`config.mk`:
```
export PLATFORM = sky130hd
export DESIGN_NAME = prescaled_timer
export DESIGN_NICKNAME = d
export VERILOG_FILES = /design/src/rtl/prescaled_timer_pkg.sv /design/src/rtl/prescaled_timer_prescaler.sv /design/src/rtl/prescaled_timer.sv
export SDC_FILE = /design/constraint.sdc
export NUM_CORES = 1
export LEC_CHECK = 0
export ABC_AREA = 1
export BUFFER_PORTS_ARGS = -buffer_cell sky130_fd_sc_hd__buf_2
export CORE_AREA = 4 4 89 91
export CTS_CLUSTER_DIAMETER = 60
export DETAILED_ROUTE_END_ITERATION = 7
export DIE_AREA = 0 0 93 95
export GPL_ROUTABILITY_DRIVEN = 0
export GPL_TIMING_DRIVEN = 0
export PLACE_DENSITY_LB_ADDON = 0.05
export RECOVER_POWER = 50
export REMOVE_ABC_BUFFERS = 1
export SYNTH_ARGS = -nofsm -noshare
export SYNTH_HDL_FRONTEND = slang
export SYNTH_SLANG_ARGS = --single-unit
export TNS_END_PERCENT = 30
```
`constraint.sdc`:
```
create_clock -name clk -period 3.49 [get_ports clk]
set_input_delay 0.1745 -clock clk [delete_from_list [all_inputs] [get_ports clk]]
set_output_delay 0.1745 -clock clk [all_outputs]
set_load 0.01 [all_outputs]
```
`src/rtl/prescaled_timer_pkg.sv`:
```
// Shared types and constants for the prescaled seconds/event timer.
package prescaled_timer_pkg;

    typedef enum logic [1:0] {
        ST_IDLE  = 2'd0,
        ST_RUN   = 2'd1,
        ST_PAUSE = 2'd2,
        ST_DONE  = 2'd3
    } state_t;

    localparam logic DIR_UP       = 1'b0;
    localparam logic DIR_DN       = 1'b1;
    localparam logic MODE_WRAP    = 1'b0;
    localparam logic MODE_ONESHOT = 1'b1;

    function automatic int unsigned clog2(input int unsigned v);
        int unsigned r;
        r = 0;
        for (longint unsigned p = 1; p < longint'(v); p = p << 1) begin
            r++;
        end
        return r;
    endfunction

endpackage

```
`src/rtl/prescaled_timer_prescaler.sv`:
```
// Reusable strobe generator: divides clk by CLK_HZ/TICK_HZ while enabled.
module tick_prescaler
    import prescaled_timer_pkg::*;
#(
    parameter int unsigned CLK_HZ  = 100_000_000,
    parameter int unsigned TICK_HZ = 1
) (
    input  logic clk,
    input  logic rst_n,
    input  logic en,
    input  logic hold_clr,
    output logic tick
);

    localparam int unsigned DIV = CLK_HZ / TICK_HZ;
    localparam int unsigned PW  = (clog2(DIV) < 1) ? 1 : clog2(DIV);
    localparam logic [PW-1:0] LAST = PW'(DIV - 1);

    logic [PW-1:0] r_cnt;

    // Combinational strobe on the terminal edge; the owner registers it.
    assign tick = en && (r_cnt == LAST);

    always_ff @(posedge clk or negedge rst_n) begin
        if (!rst_n) begin
            r_cnt <= '0;
        end else if (hold_clr) begin
            r_cnt <= '0;
        end else if (en) begin
            r_cnt <= (r_cnt == LAST) ? '0 : r_cnt + PW'(1);
        end
    end

endmodule

```
`src/rtl/prescaled_timer.sv`:
```
// Seconds/event timer: prescaled tick drives an up/down WIDTH-bit counter with run control.
module prescaled_timer
    import prescaled_timer_pkg::*;
#(
    parameter int unsigned CLK_HZ  = 100_000_000,
    parameter int unsigned TICK_HZ = 1,
    parameter int unsigned WIDTH   = 4
) (
    input  logic             clk,
    input  logic             rst_n,
    input  logic             start,
    input  logic             stop,
    input  logic             clear,
    input  logic             load,
    input  logic [WIDTH-1:0] load_val,
    input  logic [WIDTH-1:0] limit,
    input  logic             dir,
    input  logic             mode,
    output logic [WIDTH-1:0] count,
    output logic             tick,
    output logic             wrap,
    output logic             done,
    output logic             running
);

    state_t           r_state;
    state_t           w_state_n;
    logic [WIDTH-1:0] r_count;
    logic [WIDTH-1:0] w_count_n;
    logic             r_tick;
    logic             w_tick_n;
    logic             r_wrap;
    logic             w_wrap_n;
    logic             w_pre_en;
    logic             w_pre_clr;
    logic             w_ptick;
    logic             w_term;

    // Control inputs freeze the prescaler so stop/load/clear always beat a tick.
    assign w_pre_en  = (r_state == ST_RUN) && !clear && !load && !stop;
    assign w_pre_clr = clear || load || ((r_state == ST_DONE) && start);

    tick_prescaler #(
        .CLK_HZ  (CLK_HZ),
        .TICK_HZ (TICK_HZ)
    ) u_prescaler (
        .clk      (clk),
        .rst_n    (rst_n),
        .en       (w_pre_en),
        .hold_clr (w_pre_clr),
        .tick     (w_ptick)
    );

    assign w_term = (dir == DIR_DN) ? (r_count == '0) : (r_count >= limit);

    always_comb begin
        w_state_n = r_state;
        w_count_n = r_count;
        w_tick_n  = 1'b0;
        w_wrap_n  = 1'b0;
        if (clear) begin
            w_state_n = ST_IDLE;
            w_count_n = '0;
        end else if (load) begin
            w_count_n = (load_val > limit) ? limit : load_val;
            if (r_state == ST_DONE) begin
                w_state_n = ST_IDLE;
            end
        end else begin
            unique case (r_state)
                ST_IDLE: begin
                    if (start) w_state_n = ST_RUN;
                end
                ST_RUN: begin
                    if (stop) begin
                        w_state_n = ST_PAUSE;
                    end else if (w_ptick) begin
                        w_tick_n = 1'b1;
                        if (!w_term) begin
                            w_count_n = (dir == DIR_DN) ? r_count - WIDTH'(1) : r_count + WIDTH'(1);
                        end else if (mode == MODE_WRAP) begin
                            w_count_n = (dir == DIR_DN) ? limit : '0;
                            w_wrap_n  = 1'b1;
                        end else begin
                            w_count_n = (dir == DIR_DN) ? '0 : limit;
                            w_state_n = ST_DONE;
                        end
                    end
                end
                ST_PAUSE: begin
                    if (start) w_state_n = ST_RUN;
                end
                ST_DONE: begin
                    if (start) begin
                        w_state_n = ST_RUN;
                        w_count_n = (dir == DIR_DN) ? limit : '0;
                    end
                end
                default: w_state_n = ST_IDLE;
            endcase
        end
    end

    always_ff @(posedge clk or negedge rst_n) begin
        if (!rst_n) begin
            r_state <= ST_IDLE;
            r_count <= '0;
            r_tick  <= 1'b0;
            r_wrap  <= 1'b0;
        end else begin
            r_state <= w_state_n;
            r_count <= w_count_n;
            r_tick  <= w_tick_n;
            r_wrap  <= w_wrap_n;
        end
    end

    assign count   = r_count;
    assign tick    = r_tick;
    assign wrap    = r_wrap;
    assign done    = (r_state == ST_DONE);
    assign running = (r_state == ST_RUN);

endmodule
```
==> results of run 1 <==
==> cell usage after synthesis (all sizes together) <==
library cell  number
nor2              80
nand4              9
and3               1
nor3b              1
o21ai             12
nand2b             1
nand2            116
nor3              18
or2                1
fa                 1
ha                11
xnor2              5
o21bai             1
nor4               2
a21boi             1
o31ai              2
dfrtp             35
a21oi             17
buf                4
nand3b             2
nand3             30
o22ai              1
inv               61
xor2               6
==> placed cells by master, fill, tap and decap left out, types with 2 or more instances in the layout <==
cell and n:
a21oi_1 17, buf_2 18, clkbuf_1 5, clkbuf_8 6
dfrtp_1 35, ha_1 11, inv_1 58, inv_6 2
nand2_1 112, nand2_2 2, nand2_4 2, nand3_1 29
nand3b_1 2, nand4_1 9, nor2_1 77, nor2_4 3
nor3_1 12, nor3_2 5, nor4_1 2, o21ai_0 9
o21ai_1 3, o31ai_1 2, xnor2_1 5, xor2_1 6
==> cell families (layout without fill, tap and decap cells) <==
group	after synthesis	in the layout
compound gates	34	34
xor+xnor	11	11
buf+inv	65	91
fa+ha+maj	12	12
flops	35	35
simple gates	261	261
==> registers in the layout, indices dropped and copies added (netlist names) <==
signal             cells
tick                   1
count                  4
u_prescaler.r_cnt     27
wrap                   1
r_state                2
==> stage by stage <==
stage	cell area, sq um	cells	setup WS [ns]	utilization, %
final	3040	543	1.48	42.7
after CTS	3050	543	1.46	42.7
after floorplan	2720	414	1.82	-
after global placement	2960	536	1.48	41.5
after detailed placement	2960	536	1.49	41.5
after global routing	3040	543	1.24	42.7
==> per-layer routing <==
metal	part of all wire [%]	up-vias
li1	-	1373
met1	45	1195
met2	50	29
met3	2.9	6
met4	1.1	0
met5	0	-
==> final timing paths <==
check	cells past startpoint	endpoint	slack, ns	start
worst max-delay path	9	u_prescaler.r_cnt[10]	1.48	r_state[1]
worst min-delay path	2	wrap	0.09	mode
worst max register to register	9	u_prescaler.r_cnt[10]	1.48	r_state[1]
worst min register to register	2	u_prescaler.r_cnt[7]	0.55	u_prescaler.r_cnt[7]
max in group asynchronous	1	u_prescaler.r_cnt[12]	1.99	rst_n
min in group asynchronous	1	u_prescaler.r_cnt[4]	0.40	rst_n
==> layout make-up <==
class                   count  area [sq um]  share of cell area [%]
inverters                  61           239                    7.85
flip-flops and latches     35           876                    28.8
clock buffers               6          82.6                    2.71
well taps                  99           124                    4.07
clock inverters             1          5.00                   0.164
repair buffers             23           109                    3.58
multi-input cells         318          1610                    52.9
==> power breakdown <==
part	leakage, nW	internal (mW)	switching, mW
sequential	0.480	0.415	0.0177
clock	0.0470	0.155	0.151
combinational	0.899	0.0715	0.129
==> key figures, run 1 <==
Die
  – Die H: 95 microns
  – Core ar.: ~0.0071 sq mm
  – Die area: between 0.008 and 0.009 sq mm
  – IO Count: 24
  – Initial core utilization: 38.8%
  – # rows: 31
  – DIE WIDTH: 93 microns

CTS
  – H-tree depth: 2
  – Post_cts resized: 0
  – Root Buffer: clkbuf_8
  – Setup Fix Bufs, Post-CTS: 0
  – Total CTS buffers: 5
  – CTS Sinks: 35
  – Worst-path clk slew: 0.08 ns
  – CTS max path bufs: 2
  – CTS tree: done
  – Worst-Skew Late Latency: 0.29 ns
  – CTS Hold Bufs: 0

Power
  – Lkg Pwr: roughly 1.4 nW
  – Tot Pwr: about 0.94 mW
  – PD cells: 309 mW/mm^2
  – Worst VDD drop: 0.166 mV

Finish
  – # fillers: roughly 830
  – Share of layout cells above drive strength 1: 9.91%
  – Final net count: 472
  – Area Growth Syn to Fin: 10.0%
  – Ant. Diodes: 0

Synthesis
  – Post-Syn Area: around 0.0028 sq mm
  – Top cells by area, synth: dfrtp_1 32%, nand2_1 15%, nor2_1 10%, inv_1 7.9%, nand3_1 5.2%
  – Largest family of logic cells by synthesized area: simple AND/OR/NAND/NOR gates
  – Yosys reg bits: 35
  – Synth top area share: between 30% and 40%
  – Synth area leader: dfrtp_1
  – Synth Area in Adders: ~5.7%
  – Register area share after synthesis: between 30% and 40%
  – Compound-Gate Fraction of Synth Area: 6.69%
  – Simple-gate share of the synthesized area: about 42%
  – Syn avg cell area: between 6 and 7 sq um
  – Post-synth cell types: 35
  – Synth Instances: approximately 420
  – Ys Warns: 0
  – XOR/XNOR share of the synthesized area: about 3.5%
  – Multiplexer share of the synthesized area: 0%

GRT
  – Vias in the first global route: roughly 2600
  – Initial antenna violation count: 0
  – First-pass GRT wire length: ~13000 microns
  – GR Layer Usage met1: 22.0%
  – Grt total ovfl: 0
  – Met3 Track Usage GR: under 10%
  – Gr usage total: between 10% and 20%
  – Largest net degree at the start of global routing: 36
  – GRT met2 Usage: 32.3%
  – Grt peak-use layer: met2

Worst setup path
  – Critical-path top delay cell: dfrtp_1
  – Critical Path AT: 2.23 ns
  – WP data required: about 3.7 ns
  – CP Capture Type: flop
  – CP Cell Sequence: nand2_4 -> inv_2 -> nand2_1 -> nand2_1 -> nor2_4 -> inv_6 -> nand2_4 -> o21ai_0 -> a21oi_1
  – Worst path buffer plus inverter count: 2
  – CP top delay family: simple AND/OR/NAND/NOR gates
  – CP peak stage delay: about 0.45 ns
  – Crit path max fanout: 19
  – Critical path startpoint category: flop
  – Crit Path Class: flop to flop

STA
  – Hold WS: between 0.09 and 0.1 ns
  – Setup violations, final: 0
  – Period minus WS final: about 2.0 ns
  – Slew headroom: -26.8%
  – Final period util: a little under 60%
  – RSZ-0062 raised after global routing: false
  – Fmax: a little under 0.5 GHz
  – Final slew viol count: 36
  – Final clock skew: 0.00881 ns
  – Setup TNS: 0 ns
  – Final hold viol count: 0
  – Worst Max-Slew Pin Slew: between 1.5 and 2 ns

Run status
  – Failing checks: max-capacitance violations, max-slew violations
  – Status: finished, violations left

Drt
  – Vias per inst: 4.79
  – DRT iter0 DRCs: between 100 and 150
  – Antenna viol nets, final: 0
  – Wire per inst: 13.2 microns
  – Pre-antenna DRT Iters: 4
  – DRT Wirelength: between 7000 and 8000 microns
  – # DRC: 0
  – Vias: about 2600

Min path
  – Hold Path Class: input port to flop

Place
  – HPWL after DPL: 5530 microns
  – PortBufs: 23

Flow run
  – # Max-Cap Violations: 1
Note: power is estimated with default switching activity, not from simulation.
==> run 2: changes to the inputs <==
==> constraint.sdc (replaced) <==
create_clock -name clk -period 2.1 [get_ports clk]
set_input_delay 0.105 -clock clk [delete_from_list [all_inputs] [get_ports clk]]
set_output_delay 0.105 -clock clk [all_outputs]
set_load 0.01 [all_outputs]
==> run 2 against run 1 <==
  * The run now ends clean
  * Clock skew is 0.00063 ns higher
  * Count of clock-buffer cells in the layout stayed put
  * Die area stayed put
  * Sequential share of layout area is 0.51 points lower
  * Worst hold slack worse by 0.069 ns
  * Largest power group unchanged
  * Cell count is 0.92% higher
  * Sequential cell count stayed put
==> key figures, run 2 (same netlist as run 1, synthesis figures left out) <==
GRT
  – Gr usage total: 17.9%
  – Largest net degree at the start of global routing: 36
  – Grt total ovfl: 0
  – Vias in the first global route: about 2600
  – Initial antenna violation count: 0
  – First-pass GRT wire length: 12600 microns

Die
  – Die area: roughly 0.0088 sq mm
  – Die H: 95 microns
  – DIE WIDTH: between 90 and 100 microns
  – Initial core utilization: around two fifths
  – IO Count: 24
  – Core ar.: around 0.0071 sq mm
  – # rows: 31

Min path
  – Hold Path Class: input port to flop
  – Min-delay src: mode

Worst setup path
  – CP Capture Type: flop
  – Crit Path Class: flop to flop
  – Critical-path top delay cell: nor3_4
  – CP Cell Sequence: ha_1 -> nand3_2 -> nor3_4 -> nand3_2 -> nand2_2 -> nand2_4 -> inv_8 -> nor2_1 -> a21oi_1
  – Worst path buffer plus inverter count: 1
  – Crit path max fanout: 16
  – Top cell by count, worst path: nand3_2
  – R2r startpoint: u_prescaler.r_cnt[0]
  – WP data required: 2.32 ns
  – CP peak stage delay: 0.41 ns
  – CP top delay family: simple AND/OR/NAND/NOR gates
  – Critical path startpoint category: flop
  – Critical Path AT: around 2.1 ns
  – Worst setup path start: u_prescaler.r_cnt[0]

STA
  – Hold WS: 0.0262 ns
  – Setup violations, final: 0
  – Slew headroom: around two fifths
  – Final slew viol count: 0
  – Period minus WS final: roughly 1.9 ns
  – Worst Max-Slew Pin Slew: 0.887 ns
  – RSZ-0062 raised after global routing: true
  – Final hold viol count: 0
  – Final period util: between 90 and 100%
  – Setup TNS: 0 ns
  – Final clock skew: between 0.009 and 0.01 ns
  – Fmax: between 0.5 and 0.6 GHz

Finish
  – Commonest non-fill, non-tap cell in the layout: nand2_1
  – Area Growth Syn to Fin: 12.0%
  – Max reg flops: 27
  – Register with the most flip-flops: u_prescaler.r_cnt
  – Highest-count cells in the layout ignoring fill and taps: 112 x nand2_1, 76 x nor2_1, 58 x inv_1
  – Final net count: roughly 480
  – Ant. Diodes: 0
  – Share of layout cells above drive strength 1: a little under an eighth

CTS
  – CTS tree: done
  – Worst-path clk slew: roughly 0.070 ns
  – H-tree depth: 2
  – CTS max path bufs: 2
  – Worst-Skew Late Latency: 0.29 ns
  – Root Buffer: clkbuf_8
  – CTS Sinks: 35
  – Total CTS buffers: 5

Flow run
  – # Max-Cap Violations: 0

Drt
  – Wire per inst: 13.1 microns
  – Vias: between 2000 and 3000
  – Antenna viol nets, final: 0
  – DRT Wirelength: 7200 microns
  – Pre-antenna DRT Iters: 4
  – Vias per inst: between 4 and 5
  – # DRC: 0
  – DRT iter0 DRCs: around 100

Run status
  – Status: finished clean

Place
  – HPWL after DPL: around 5500 microns
  – PortBufs: 23

Power
  – Worst VDD drop: approximately 0.27 mV
  – Lkg Pwr: around 1.5 nW
  – PD cells: 507 mW/mm^2
## run 2: what timing repair did
item                       4_1_cts  5_1_grt
hold buffers                     1        0
setup buffers                    0        4
resized for setup                0        5
hold endpoints to repair        35        0
setup endpoints to repair        0       15
## run 2: report_power, final
part           switching [mW]  total (mW)  internal, mW
Clock                   0.254       0.511         0.258
Combinational           0.216       0.342         0.125
Sequential             0.0295       0.720         0.690
## run 2: layout make-up
class,instances,area (sq um)
Clock inverter,1,5.00
Inverter,61,241
Multi-Input combinational cell,318,1620
Fill cell,826,4040
Clock buffer,6,82.6
Sequential cell,35,876
Timing Repair Buffer,28,150
Tap cell,99,124
## run 2: stage by stage
| step | cell area, sq um | setup WS (ns) | cells | util, % | power (mW) |
|---|---|---|---|---|---|
| 2_1_floorplan | 2720 | 0.430 | 414 | - | 0.955 |
| 3_3_place_gp | 2960 | 0.0939 | 536 | 41.5 | 1.07 |
| 3_5_place_dp | 2960 | 0.104 | 536 | 41.5 | 1.08 |
| 4_1_cts | 3060 | 0.0736 | 544 | 42.9 | 1.60 |
| 5_1_grt | 3100 | -0.0167 | 548 | 43.4 | 1.69 |
| 6_report | 3100 | 0.176 | 548 | 43.4 | 1.57 |
## run 2: final timing paths
check	slack [ns]	cells after the start	end
worst max-delay path	0.18	9	count[0]
worst min-delay path	0.03	2	wrap
worst max register to register	0.18	9	count[0]
worst min register to register	0.55	2	u_prescaler.r_cnt[7]
max in group asynchronous	1.08	2	u_prescaler.r_cnt[12]
min in group asynchronous	0.46	2	u_prescaler.r_cnt[4]
## run 2: routing by layer
| metal | global-route usage (%) | routed length (microns) | up-vias |
|---|---|---|---|
| met5 | 0 | 0 | - |
| met4 | 5.13 | 74 | 0 |
| met3 | 2.95 | 223 | 6 |
| met2 | 32.3 | 3650 | 30 |
| met1 | 22.0 | 3250 | 1203 |
| li1 | - | - | 1385 |
